## src/rtl/cmd_transmitter.sv

```systemverilog
// cmd_transmitter: FIFO-buffered command issuer pacing cmd_data with a latch_data pulse.
// Define CMD_TX_COUNT_EN to add the sent_count output.
module cmd_transmitter #(
   parameter int FIFO_DEPTH    = 4,
   parameter int SETUP_CYCLES  = 1,
   parameter int STROBE_CYCLES = 2,
   parameter int GAP_CYCLES    = 2
) (
   input  logic                          clock,
   input  logic                          reset_n,
   input  logic [31:0]                   cmd_in,
   input  logic                          cmd_valid,
   output logic                          cmd_ready,
   input  logic                          flush,
   output logic [31:0]                   cmd_data,
   output logic                          latch_data,
   output logic                          busy,
`ifdef CMD_TX_COUNT_EN
   output logic [15:0]                   sent_count,
`endif
   output logic [$clog2(FIFO_DEPTH):0]   fifo_level
);

   localparam int AW = $clog2(FIFO_DEPTH);
   localparam int PW = AW + 1;
   localparam logic [7:0] SETUP_INIT  = 8'(SETUP_CYCLES - 1);
   localparam logic [7:0] STROBE_INIT = 8'(STROBE_CYCLES - 1);
   localparam logic [7:0] GAP_INIT    = 8'(GAP_CYCLES - 1);

   typedef enum logic [1:0] {IDLE, SETUP, STROBE, GAP} state_t;

   state_t        state_q, state_d;
   logic [7:0]    cnt_q, cnt_d;
   logic [31:0]   cmd_data_q, cmd_data_d;
   logic          latch_q, latch_d;
   logic [PW-1:0] wr_ptr_q, wr_ptr_d;
   logic [PW-1:0] rd_ptr_q, rd_ptr_d;
   logic [PW-1:0] level;
   logic [31:0]   mem_q [FIFO_DEPTH];
   logic          push, pop;

   assign level     = wr_ptr_q - rd_ptr_q;
   assign cmd_ready = (level != PW'(FIFO_DEPTH));
   // flush beats both the host push and the FSM pop in the same cycle
   assign push      = cmd_valid & cmd_ready & ~flush;
   assign pop       = (state_q == IDLE) & (level != '0) & ~flush;

   always_comb begin
      wr_ptr_d = wr_ptr_q + PW'(push);
      rd_ptr_d = flush ? wr_ptr_q : rd_ptr_q + PW'(pop);
   end

   always_ff @(posedge clock) begin
      if (push) mem_q[wr_ptr_q[AW-1:0]] <= cmd_in;
   end

   always_comb begin
      state_d    = state_q;
      cnt_d      = cnt_q;
      cmd_data_d = cmd_data_q;
      latch_d    = latch_q;
      unique case (state_q)
         IDLE: begin
            if (pop) begin
               cmd_data_d = mem_q[rd_ptr_q[AW-1:0]];
               cnt_d      = SETUP_INIT;
               state_d    = SETUP;
            end
         end
         SETUP: begin
            if (cnt_q == '0) begin
               latch_d = 1'b1;
               cnt_d   = STROBE_INIT;
               state_d = STROBE;
            end else begin
               cnt_d = cnt_q - 8'd1;
            end
         end
         STROBE: begin
            if (cnt_q == '0) begin
               latch_d = 1'b0;
               cnt_d   = GAP_INIT;
               state_d = GAP;
            end else begin
               cnt_d = cnt_q - 8'd1;
            end
         end
         GAP: begin
            if (cnt_q == '0) state_d = IDLE;
            else             cnt_d   = cnt_q - 8'd1;
         end
      endcase
   end

   always_ff @(posedge clock or negedge reset_n) begin
      if (!reset_n) begin
         state_q    <= IDLE;
         cnt_q      <= '0;
         cmd_data_q <= '0;
         latch_q    <= 1'b0;
         wr_ptr_q   <= '0;
         rd_ptr_q   <= '0;
      end else begin
         state_q    <= state_d;
         cnt_q      <= cnt_d;
         cmd_data_q <= cmd_data_d;
         latch_q    <= latch_d;
         wr_ptr_q   <= wr_ptr_d;
         rd_ptr_q   <= rd_ptr_d;
      end
   end

   assign cmd_data   = cmd_data_q;
   assign latch_data = latch_q;
   assign fifo_level = level;
   assign busy       = (state_q != IDLE) | (level != '0);

`ifdef CMD_TX_COUNT_EN
   logic [15:0] sent_count_q, sent_count_d;

   always_comb begin
      sent_count_d = sent_count_q;
      if (state_q == STROBE && cnt_q == '0) sent_count_d = sent_count_q + 16'd1;
   end

   always_ff @(posedge clock or negedge reset_n) begin
      if (!reset_n) sent_count_q <= '0;
      else          sent_count_q <= sent_count_d;
   end

   assign sent_count = sent_count_q;
`endif

endmodule

```

## config.mk

```make
export PLATFORM = sky130hd
export DESIGN_NAME = cmd_transmitter
export DESIGN_NICKNAME = d
export VERILOG_FILES = /design/src/rtl/cmd_transmitter.sv
export SDC_FILE = /design/constraint.sdc
export NUM_CORES = 1
export LEC_CHECK = 0
export ABC_CLOCK_PERIOD_IN_PS = 4900
export CAP_MARGIN = 0
export CORE_MARGIN = 2
export CORE_UTILIZATION = 45
export DETAILED_ROUTE_END_ITERATION = 6
export DONT_BUFFER_PORTS = 1
export GPL_ROUTABILITY_DRIVEN = 0
export PLACE_DENSITY = 0.62
export SLEW_MARGIN = 0
export SYNTH_ARGS = -nofsm -noshare
export SYNTH_HDL_FRONTEND = slang
export SYNTH_SLANG_ARGS = --single-unit
```

## constraint.sdc

```tcl
create_clock -name clock -period 4.9 [get_ports clock]
set_input_delay 0.98 -clock clock [delete_from_list [all_inputs] [get_ports clock]]
set_output_delay 0.98 -clock clock [all_outputs]
set_load 0.05 [all_outputs]
```

== After elaboration in Yosys (flattened, before gate mapping) ==
Memories as Yosys holds them, arrays and structs flattened. A register that Yosys moved wholly into a read port is not among the register bits.
Cells that the tools add are included.
W data, S select, Z words.
Cells by class
  add/subtract/negate cells: 4
  eq/ne operators: 9
  multiplexer cells: 15
  bitwise operators: 6
  reduce and logical (&&, ||, !) cells: 11
Operators by type and width (number)
  $mux W8: 3
  $pmux W8 S3: 1
  $ne A2 B2 Y1 const B: 5
  $logic_not A8 Y1: 1
  $mux W2: 4
  $pmux W2 S4: 1
  $sub A8 B1 Y8 const B: 1
  $add A3 B1 Y3: 2
  $and A1 B1 Y1: 4
  $eq A2 B2 Y1 const B: 2
  $mux W1: 4
  $reduce_and A2 Y1: 2
  $reduce_and A4 Y1: 1
  $reduce_bool A2 Y1: 2
  $mux W3: 1
  $ne A3 B3 Y1 const B: 1
  $reduce_and A3 Y1: 1
  $reduce_bool A3 Y1: 1
  $sub A3 B3 Y3: 1
  $eq A2 B1 Y1 const B: 1
  $logic_not A2 Y1: 1
  $pmux W1 S2: 1
  $reduce_or A2 Y1: 1
  $logic_not A1 Y1: 1
  2 further kinds: 2
Word-level totals
  flip-flop bits (word level): 17
  RAM bits: 128
  input port bits: 36
  output and inout port bits: 38
  word-level logic and storage cells: 51
  memories kept: 1
Memory list
  mem_q: depth 4, width 32, rd ports 1, clocked after Yosys merged registers in 1, wr ports 1, line 39  | logic [31:0] mem_q [FIFO_DEPTH];

== Longest topological paths before layout ==
Gate-level depths: netlist of run 1.
  depth after elaboration: 6
  gate-level depth with buffers: 11
  mapped depth without buffers: 10

== Worst setup path after synthesis of run 1 ==
No wires, ideal clock.
  path kind: register to register
  from: register wr_ptr_q[0]
  to: memory mem_q[2][0] (enable)
  setup time: 461 ps
  data arrival time: 4371 ps
  data required time: 4439 ps
  slack: 67 ps
  stages on the path, launching flop included: 8
  path buffers: 0
  clock period less this slack: 4833 ps
  cells stage by stage: dfrtp_1 inv_1 ha_1 fa_1 xor3_2 nand3_1 nand3_1 nor3_1
Between the ends
  longest elaborated chain between the ends: 6
RTL lines
  start, declared: line 36  | logic [PW-1:0] wr_ptr_q, wr_ptr_d;
  start signal, assigned: line 108  | wr_ptr_q <= wr_ptr_d;
  $sub A3 B3 Y3: line 42  | assign level = wr_ptr_q - rd_ptr_q;
  via fifo_level[2]: line 21  | output logic [$clog2(FIFO_DEPTH):0] fifo_level
  $ne A3 B3 Y1: line 43  | assign cmd_ready = (level != PW'(FIFO_DEPTH));
  via cmd_ready: line 13  | output logic cmd_ready,
  $and A1 B1 Y1 (2 in a row): line 45  | assign push = cmd_valid & cmd_ready & ~flush;
  $mux W1: line 54  | if (push) mem_q[wr_ptr_q[AW-1:0]] <= cmd_in;
  $mux W1 (not written as such): line 54
  end, declared: line 39
The timed path passes the listed nets, and every way through them passes these cells.

== Final worst setup path of run 1 ==
  from: register rd_ptr_q[1]
  to: output port cmd_ready
Between the ends
  longest elaborated chain between the ends: 2
RTL lines
  start, declared: line 37  | logic [PW-1:0] rd_ptr_q, rd_ptr_d;
  start signal, assigned: line 109  | rd_ptr_q <= rd_ptr_d;
  $sub A3 B3 Y3: line 42
  via fifo_level[2]: line 21
  $ne A3 B3 Y1: line 43
  end, declared: line 13
The timed path passes the listed nets, and every way through them passes these cells.

==> summary.md, run 1 <==
| Metric | Value |
|---|---|
| Outcome | `complete, no violations` |
| Leakage | `roughly 2.8 nW` |
| Switch Pwr | `2.13 mW` |
| Synth cell types | `43` |
| Combinational Power Share | `27.4%` |
| Clock network power share | `approximately a quarter` |
| Post CTS Setup Buffer Count | `0` |
| CP Launch Type | `flop` |
| R2R depth | `6` |
| CTS sink count | `about 180` |
| Final TNS setup | `0 ns` |
| Dpl hpwl | `7490 um` |
| H-tree levels | `4` |
| Post-synth net total | `383` |
| I/O Buffers | `0` |
| Post-synthesis adder-cell area fraction | `2.28%` |
| Drt via density | `5.50` |
| Clk slew on worst S/H paths | `approximately 0.070 ns` |
| Maximum number of pins on one net before global-route repair | `50` |
| Horiz. Die Dim | `128 um` |
| Post-synthesis xor/xnor area fraction | `less than 1%` |
| Post-synthesis mux area share | `16.8%` |
| Register bit total from synthesis | `177` |
| Pins Over Slew Limit | `0` |
| Met2 Use GR | `25.4%` |
| Reg-to-reg critical path startpoint | `rd_ptr_q[1]` |
| Top-level port count | `74` |
| Initial Util | `between 40% and 50%` |
| Flop pwr share | `47.4%` |
| Initial antenna violation count | `0` |
| Vias | `slightly above 3000` |
| RSZ-0062 raised after global routing | `no` |
| All-Layer GR Usage | `between 10% and 20%` |
| First-pass GRT wire length | `around 19000 um` |
| Sw frac | `about 37%` |
| Synth Area in Simple Gates | `2.71%` |
| Mapped Area | `slightly below 7000 um^2` |
| Total CTS buffers | `17` |
| Max_cap viols | `0` |
| CP endpoint kind | `primary output` |
| DRC viols | `0` |
| Multi-input gate area | `1750 um^2` |
| Endpoints failing setup | `0` |
| Worst r2r dst | `mem_q[2][6]` |
| Hold-fix buffers at CTS | `0` |
| Sequential-to-total area share from yosys stat | `73.3%` |
| Synth warn | `0` |
| P&R area growth vs syn | `13.3%` |
| Most common cell after layout, fill and taps aside | `edfxtp_1` |
| Syn_area_per_cell | `20.6 um^2` |
| Normalized max-slew margin | `between 40% and 50%` |
| Type of the worst setup path | `flop to primary output` |
| Final net count | `around 400` |
| Largest family of logic cells by synthesized area | `multiplexers` |
| Hold Slack | `between 0.2 and 0.25 ns` |
| Crit Path Max Fanout | `34` |
| Worst VDD drop | `361 uV` |
| R2R setup slack | `1.33 ns` |
| Max Clock Freq | `0.268 GHz` |
| FF+latch area | `5070 um^2` |
| CP arrival | `2.76 ns` |
| Hold Crit Class | `primary input to asynchronous set/reset pin` |
| Commonest non-fill, non-tap cells in the layout | `edfxtp_1 (128), dfrtp_1 (47), mux4_2 (32)` |
| Power density cells | `728 nW/um^2` |
| Filler cell count in the final layout | `between 1000 and 1500` |
| Slew @ Worst Pin | `0.883 ns` |
| Root buf cell | `clkbuf_16` |
| Vias in the first global route | `3221` |
| DIE AREA | `16400 um^2` |
| Grt ovf | `0` |
| Clock tree buffer depth | `2` |
| Met3 GRT Util | `6.05%` |
| Met1 Use GR | `about 20%` |
| Clock Skews | `between 0.01 and 0.015 ns` |
| # rows | `45` |
| DRT Pass-1 Iters | `4` |
| Initial DRC Count | `271` |
| Quantity of gates resized following cts | `0` |
| Core box area | `15100 um^2` |
| Antenna diodes | `0` |
| Global routing's busiest layer | `met2` |
| Worst EP required | `3.92 ns` |
| Routed len/inst | `roughly 21 um` |
| Chip height | `128 um` |
| Final period utilization | `about three quarters` |
| Final WL | `11800 um` |
| Cells after Synth | `roughly 340` |
| Clk_lat worst skew | `0.42 ns` |
| Internal Power | `approximately 3.6 mW` |
| Detail Route Antenna Nets | `0` |
| CTS tree | `yes` |
| Tmin final | `roughly 3.7 ns` |
| Layout cells sized above 1 | `32.1%` |
| Complex-gate fraction of the synthesized area | `2.66%` |
| Final hold vios | `0` |
==> per-layer routing <==
layer / wire length [um] / vias to the layer above
met5: 0 / -
met4: 112 / 0
met3: 654 / 6
met2: 6150 / 66
met1: 4900 / 1599
li1: - / 1386
==> final cells by class <==
| type | count | area share (%) |
|---|---|---|
| well taps | 188 | 3.00 |
| flip-flops and latches | 177 | 64.8 |
| repair buffers | 11 | 1.05 |
| multi-input cells | 136 | 22.4 |
| clock inverters | 14 | 2.59 |
| clock buffers | 18 | 5.61 |
| inverters | 12 | 0.575 |
==> worst max path at each step <==
stage	startpoint	to	slack, ns	cells after the start
3_5_place_dp	rd_ptr_q[1]	mem_q[2][8]	1.29	6
5_1_grt	rd_ptr_q[1]	cmd_ready	1.05	3
4_1_cts	rd_ptr_q[1]	cmd_ready	1.11	3
6_report	rd_ptr_q[1]	cmd_ready	1.16	3
2_1_floorplan	wr_ptr_q[0]	mem_q[2][0]	0.07	7
3_3_place_gp	rd_ptr_q[1]	mem_q[3][26]	1.36	6
==> state kept, by name (all words and copies together) (netlist names) <==
register	flops
state_q	2
latch_data	1
wr_ptr_q	3
mem_q	128
rd_ptr_q	3
cnt_q	8
cmd_data	32
==> cell usage after synthesis (all sizes together) <==
cell type | n | area (um^2)
a311oi | 1 | 8.76
nor4 | 2 | 18.8
o21ai | 2 | 10.0
o311ai | 1 | 26.3
nor2b | 2 | 12.5
xor2 | 1 | 8.76
a31oi | 1 | 6.26
mux2 | 35 | 432
and3 | 1 | 6.26
fa | 1 | 20.0
mux4 | 32 | 721
nand2b | 2 | 12.5
nor3 | 7 | 35.0
a211o | 2 | 17.5
a21o | 1 | 7.51
a221o | 4 | 40.0
o31a | 1 | 8.76
dfrtp | 49 | 1230
and2 | 2 | 12.5
a211oi | 1 | 7.51
nor2 | 5 | 18.8
or2 | 1 | 6.26
nand3b | 1 | 7.51
o2bb2ai | 3 | 26.3
xor3 | 1 | 25.0
edfxtp | 128 | 3840
xnor2 | 1 | 8.76
buf | 6 | 48.8
clkbuf | 4 | 15.0
nor3b | 3 | 27.5
nand2 | 4 | 15.0
nand3 | 3 | 15.0
a21oi | 1 | 5.00
mux2i | 1 | 10.0
ha | 11 | 138
inv | 12 | 45.0
a32o | 2 | 20.0
==> power by group through the flow <==
stage | Clock (mW) | Combinational [mW] | Sequential [mW]
finish | 1.44 | 1.56 | 2.70
global route | 1.54 | 1.70 | 2.74
CTS | 1.48 | 1.60 | 2.71
detailed placement | 0 | 1.59 | 2.74
global placement | 0 | 1.56 | 2.72
floorplan | 0 | 1.36 | 2.63
==> worst max-delay path, cell delays in order, from the launching register on <==
cell and delay [ns]:
dfrtp_2 0.73, fa_1 0.56, xor3_2 0.50, nand3_1 0.55
==> kinds of logic after synthesis <==
| family | count (synthesis) |
|---|---|
| multiplexers | 68 |
| AND/OR/NAND/NOR | 33 |
| flip-flops | 177 |
| AO/OA/AOI/OAI | 20 |
| XOR/XNOR | 3 |
| buffers and inverters | 22 |
| adder cells (fa/ha/maj) | 12 |
==> stage by stage <==
step	worst slack [ns]	instances	util, %	total power, mW	instance area, um^2
after detailed placement	1.29	524	47.6	4.33	7190
after global routing	1.05	556	51.9	5.98	7830
final	1.16	556	51.9	5.70	7830
after global placement	1.36	524	47.6	4.29	7190
after floorplan	0.0673	335	-	3.98	6910
after CTS	1.11	556	51.9	5.78	7830
(Power assumes the default switching activity.)
==> run 2: changes to the inputs <==
--- a/config.mk
+++ b/config.mk
@@ -5,14 +5,14 @@
 export SDC_FILE = /design/constraint.sdc
 export NUM_CORES = 1
 export LEC_CHECK = 0
-export ABC_CLOCK_PERIOD_IN_PS = 4900
+export ABC_CLOCK_PERIOD_IN_PS = 3100
 export CAP_MARGIN = 0
 export CORE_MARGIN = 2
 export CORE_UTILIZATION = 45
 export DETAILED_ROUTE_END_ITERATION = 6
 export DONT_BUFFER_PORTS = 1
 export GPL_ROUTABILITY_DRIVEN = 0
-export PLACE_DENSITY = 0.62
+export PLACE_DENSITY = 0.64
 export SLEW_MARGIN = 0
 export SYNTH_ARGS = -nofsm -noshare
 export SYNTH_HDL_FRONTEND = slang
==> constraint.sdc (replaced) <==
create_clock -name clock -period 3.1 [get_ports clock]
set_input_delay 0.62 -clock clock [delete_from_list [all_inputs] [get_ports clock]]
set_output_delay 0.62 -clock clock [all_outputs]
set_load 0.05 [all_outputs]
==> summary.md, run 2 (synthesized netlist as in run 1, its figures left out) <==
| Metric | Value |
|---|---|
| P&R area growth vs syn | `14.7%` |
| DRT Pass-1 Iters | `4 (unchanged)` |
| Tmin final | `3.00 ns` |
| Final period utilization | `96.7%` |
| All-Layer GR Usage | `16.4% (+0.49 points)` |
| Combinational Power Share | `30.8% (+3.4 points)` |
| Sw frac | `37.7% (+0.31 points)` |
| Largest stage delay, worst path | `0.52 ns (-0.21 ns)` |
| Power density cells | `1160 nW/um^2 (+60%)` |
| Final hold vios | `0 (unchanged)` |
| Detail Route Antenna Nets | `0 (unchanged)` |
| Horiz. Die Dim | `128 um (unchanged)` |
| Crit-path cells | `inv_4 > ha_4 > fa_2 > xor3_4 > or2_4` |
| Initial DRC Count | `127 (-53%)` |
| Vias | `3127 (+2.3%)` |
| Max Clock Freq | `between 0.3 and 0.4 GHz` |
| Antenna diodes | `0 (unchanged)` |
| Clock Skews | `0.00629 ns (-0.00706 ns)` |
| Worst EP required | `2.48 ns (-1.44 ns)` |
| Met2 Use GR | `27.2% (+1.8 points)` |
| Chip height | `128 um (unchanged)` |
| CTS tree | `yes` |
| Initial antenna violation count | `0 (unchanged)` |
| Met1 Use GR | `19.2% (-0.57 points)` |
| Critical Path Slowest Stage Cell | `xor3_4` |
| Most common cell after layout, fill and taps aside | `edfxtp_1` |
| Total CTS buffers | `17 (unchanged)` |
| First-pass GRT wire length | `19000 um (+1.8%)` |
| Global routing's busiest layer | `met2` |
| Dpl hpwl | `7510 um (+0.31%)` |
| Tot Pwr | `9.22 mW (+62%)` |
| I/O Buffers | `0 (unchanged)` |
| Hold Slack | `0.0581 ns (-0.186 ns)` |
| Routed len/inst | `21.7 um (+2.3%)` |
| Max reg flops | `128 (unchanged)` |
| H-tree levels | `4 (unchanged)` |
| Grt ovf | `0 (unchanged)` |
| Pins Over Slew Limit | `0 (unchanged)` |
| CP arrival | `2.38 ns (-0.38 ns)` |
| Slew @ Worst Pin | `0.764 ns (-0.119 ns)` |
| Commonest non-fill, non-tap cells in the layout | `edfxtp_1 (128), dfrtp_1 (45), mux4_2 (32)` |
| Met3 GRT Util | `6.55% (+0.50 points)` |
| Drt via density | `5.57 (+1.4%)` |
| Hold Crit Class | `primary input to asynchronous set/reset pin` |
| CTS sink count | `177 (unchanged)` |
| R2R depth | `9 (+3)` |
| Final TNS setup | `0 ns (unchanged)` |
| Internal Power | `5.74 mW (+61%)` |
| Final net count | `408 (+1.2%)` |
| Switch Pwr | `3.48 mW (+63%)` |
| Design Area, Final | `7930 um^2 (+1.3%)` |
| Vias in the first global route | `3385 (+5.1%)` |
| Layout cells sized above 1 | `33.8% (+1.7 points)` |
| Worst VDD drop | `662 uV (+83%)` |
| DIE AREA | `16400 um^2 (unchanged)` |
| CP Launch Type | `flop` |
| Flop pwr share | `45.7% (-1.7 points)` |
| Final WL | `12200 um (+3.2%)` |
| Top-level port count | `74 (unchanged)` |
| Maximum number of pins on one net before global-route repair | `50 (unchanged)` |
| Leakage | `2.86 nW (+1.9%)` |
| Normalized max-slew margin | `48.8% (+7.6 points)` |
| Clock network power share | `23.5% (-1.8 points)` |
| Clk_lat worst skew | `0.42 ns (about the same)` |
| Crit Path Max Fanout | `5 (-85%)` |
| Outcome | `complete, no violations` |
| Root buf cell | `clkbuf_16` |
| Core box area | `15100 um^2 (unchanged)` |
| Max_cap viols | `0 (unchanged)` |
| Initial Util | `45.8% (unchanged)` |
| # rows | `45 (unchanged)` |
| Clock tree buffer depth | `2 (unchanged)` |
| Endpoints failing setup | `0 (unchanged)` |
| DRC viols | `0 (unchanged)` |
| Cell area after placement | `7290 um^2 (+1.4%)` |
| Clk slew on worst S/H paths | `0.06 ns (about the same)` |
| CP endpoint kind | `primary output` |
| Type of the worst setup path | `flop to primary output` |
| RSZ-0062 raised after global routing | `no` |
## run 2: timing repair
| action | 4_1_cts | 5_1_grt |
|---|---|---|
| endpoints found under the hold margin | 49 | 0 |
| resized for setup | 1 | 0 |
| setup buffers | 0 | 0 |
| hold buffers | 1 | 0 |
| endpoints found under the setup margin | 1 | 0 |
## run 2: layout make-up
type	instances	area, um^2
fillers	1184	7160
flip-flops and latches	177	5070
multi-input cells	136	1820
clock buffers	23	479
well taps	188	235
repair buffers	16	140
clock inverters	9	129
inverters	12	47.5
## run 2: power groups by stage
stage	Sequential, mW	Combinational, mW	Clock [mW]
global placement	4.26	2.78	0
CTS	4.23	2.89	2.22
detailed placement	4.27	2.85	0
floorplan	4.16	2.28	0
global route	4.28	3.07	2.31
finish	4.21	2.84	2.17
## run 2: per-stage QoR
step | util [%] | instances | worst slack (ns)
4_1_cts | 52.6 | 561 | 0.0778
5_1_grt | 52.6 | 561 | 0.0371
6_report | 52.6 | 561 | 0.101
3_5_place_dp | 48.3 | 528 | 0.330
3_3_place_gp | 48.3 | 528 | 0.394
2_1_floorplan | - | 335 | -0.213
## run 2: layer usage
layer,vias to the layer above,share of wire [%]
met5,-,0
met4,0,1.5
met3,14,7.3
met2,67,51
met1,1656,40
li1,1390,-
## run 2: final timing paths
kind | from | endpoint | slack [ns]
worst max register to register | wr_ptr_q[0] | rd_ptr_q[1] | 0.31
max in group asynchronous | reset_n | wr_ptr_q[0] | 2.78
min in group clock | cmd_in[12] | mem_q[2][12] | 0.29
worst min-delay path | reset_n | cnt_q[0] | 0.06
worst max-delay path | wr_ptr_q[0] | busy | 0.10
worst min register to register | wr_ptr_q[2] | wr_ptr_q[2] | 0.51
## run 2: critical path: cells and delay by family (launching register included)
kind	cells	cell delay (ns)
flops	1	0.46
fa+ha+maj	2	0.53
buf+inv	1	0.08
xor+xnor	1	0.52
simple gates	1	0.36
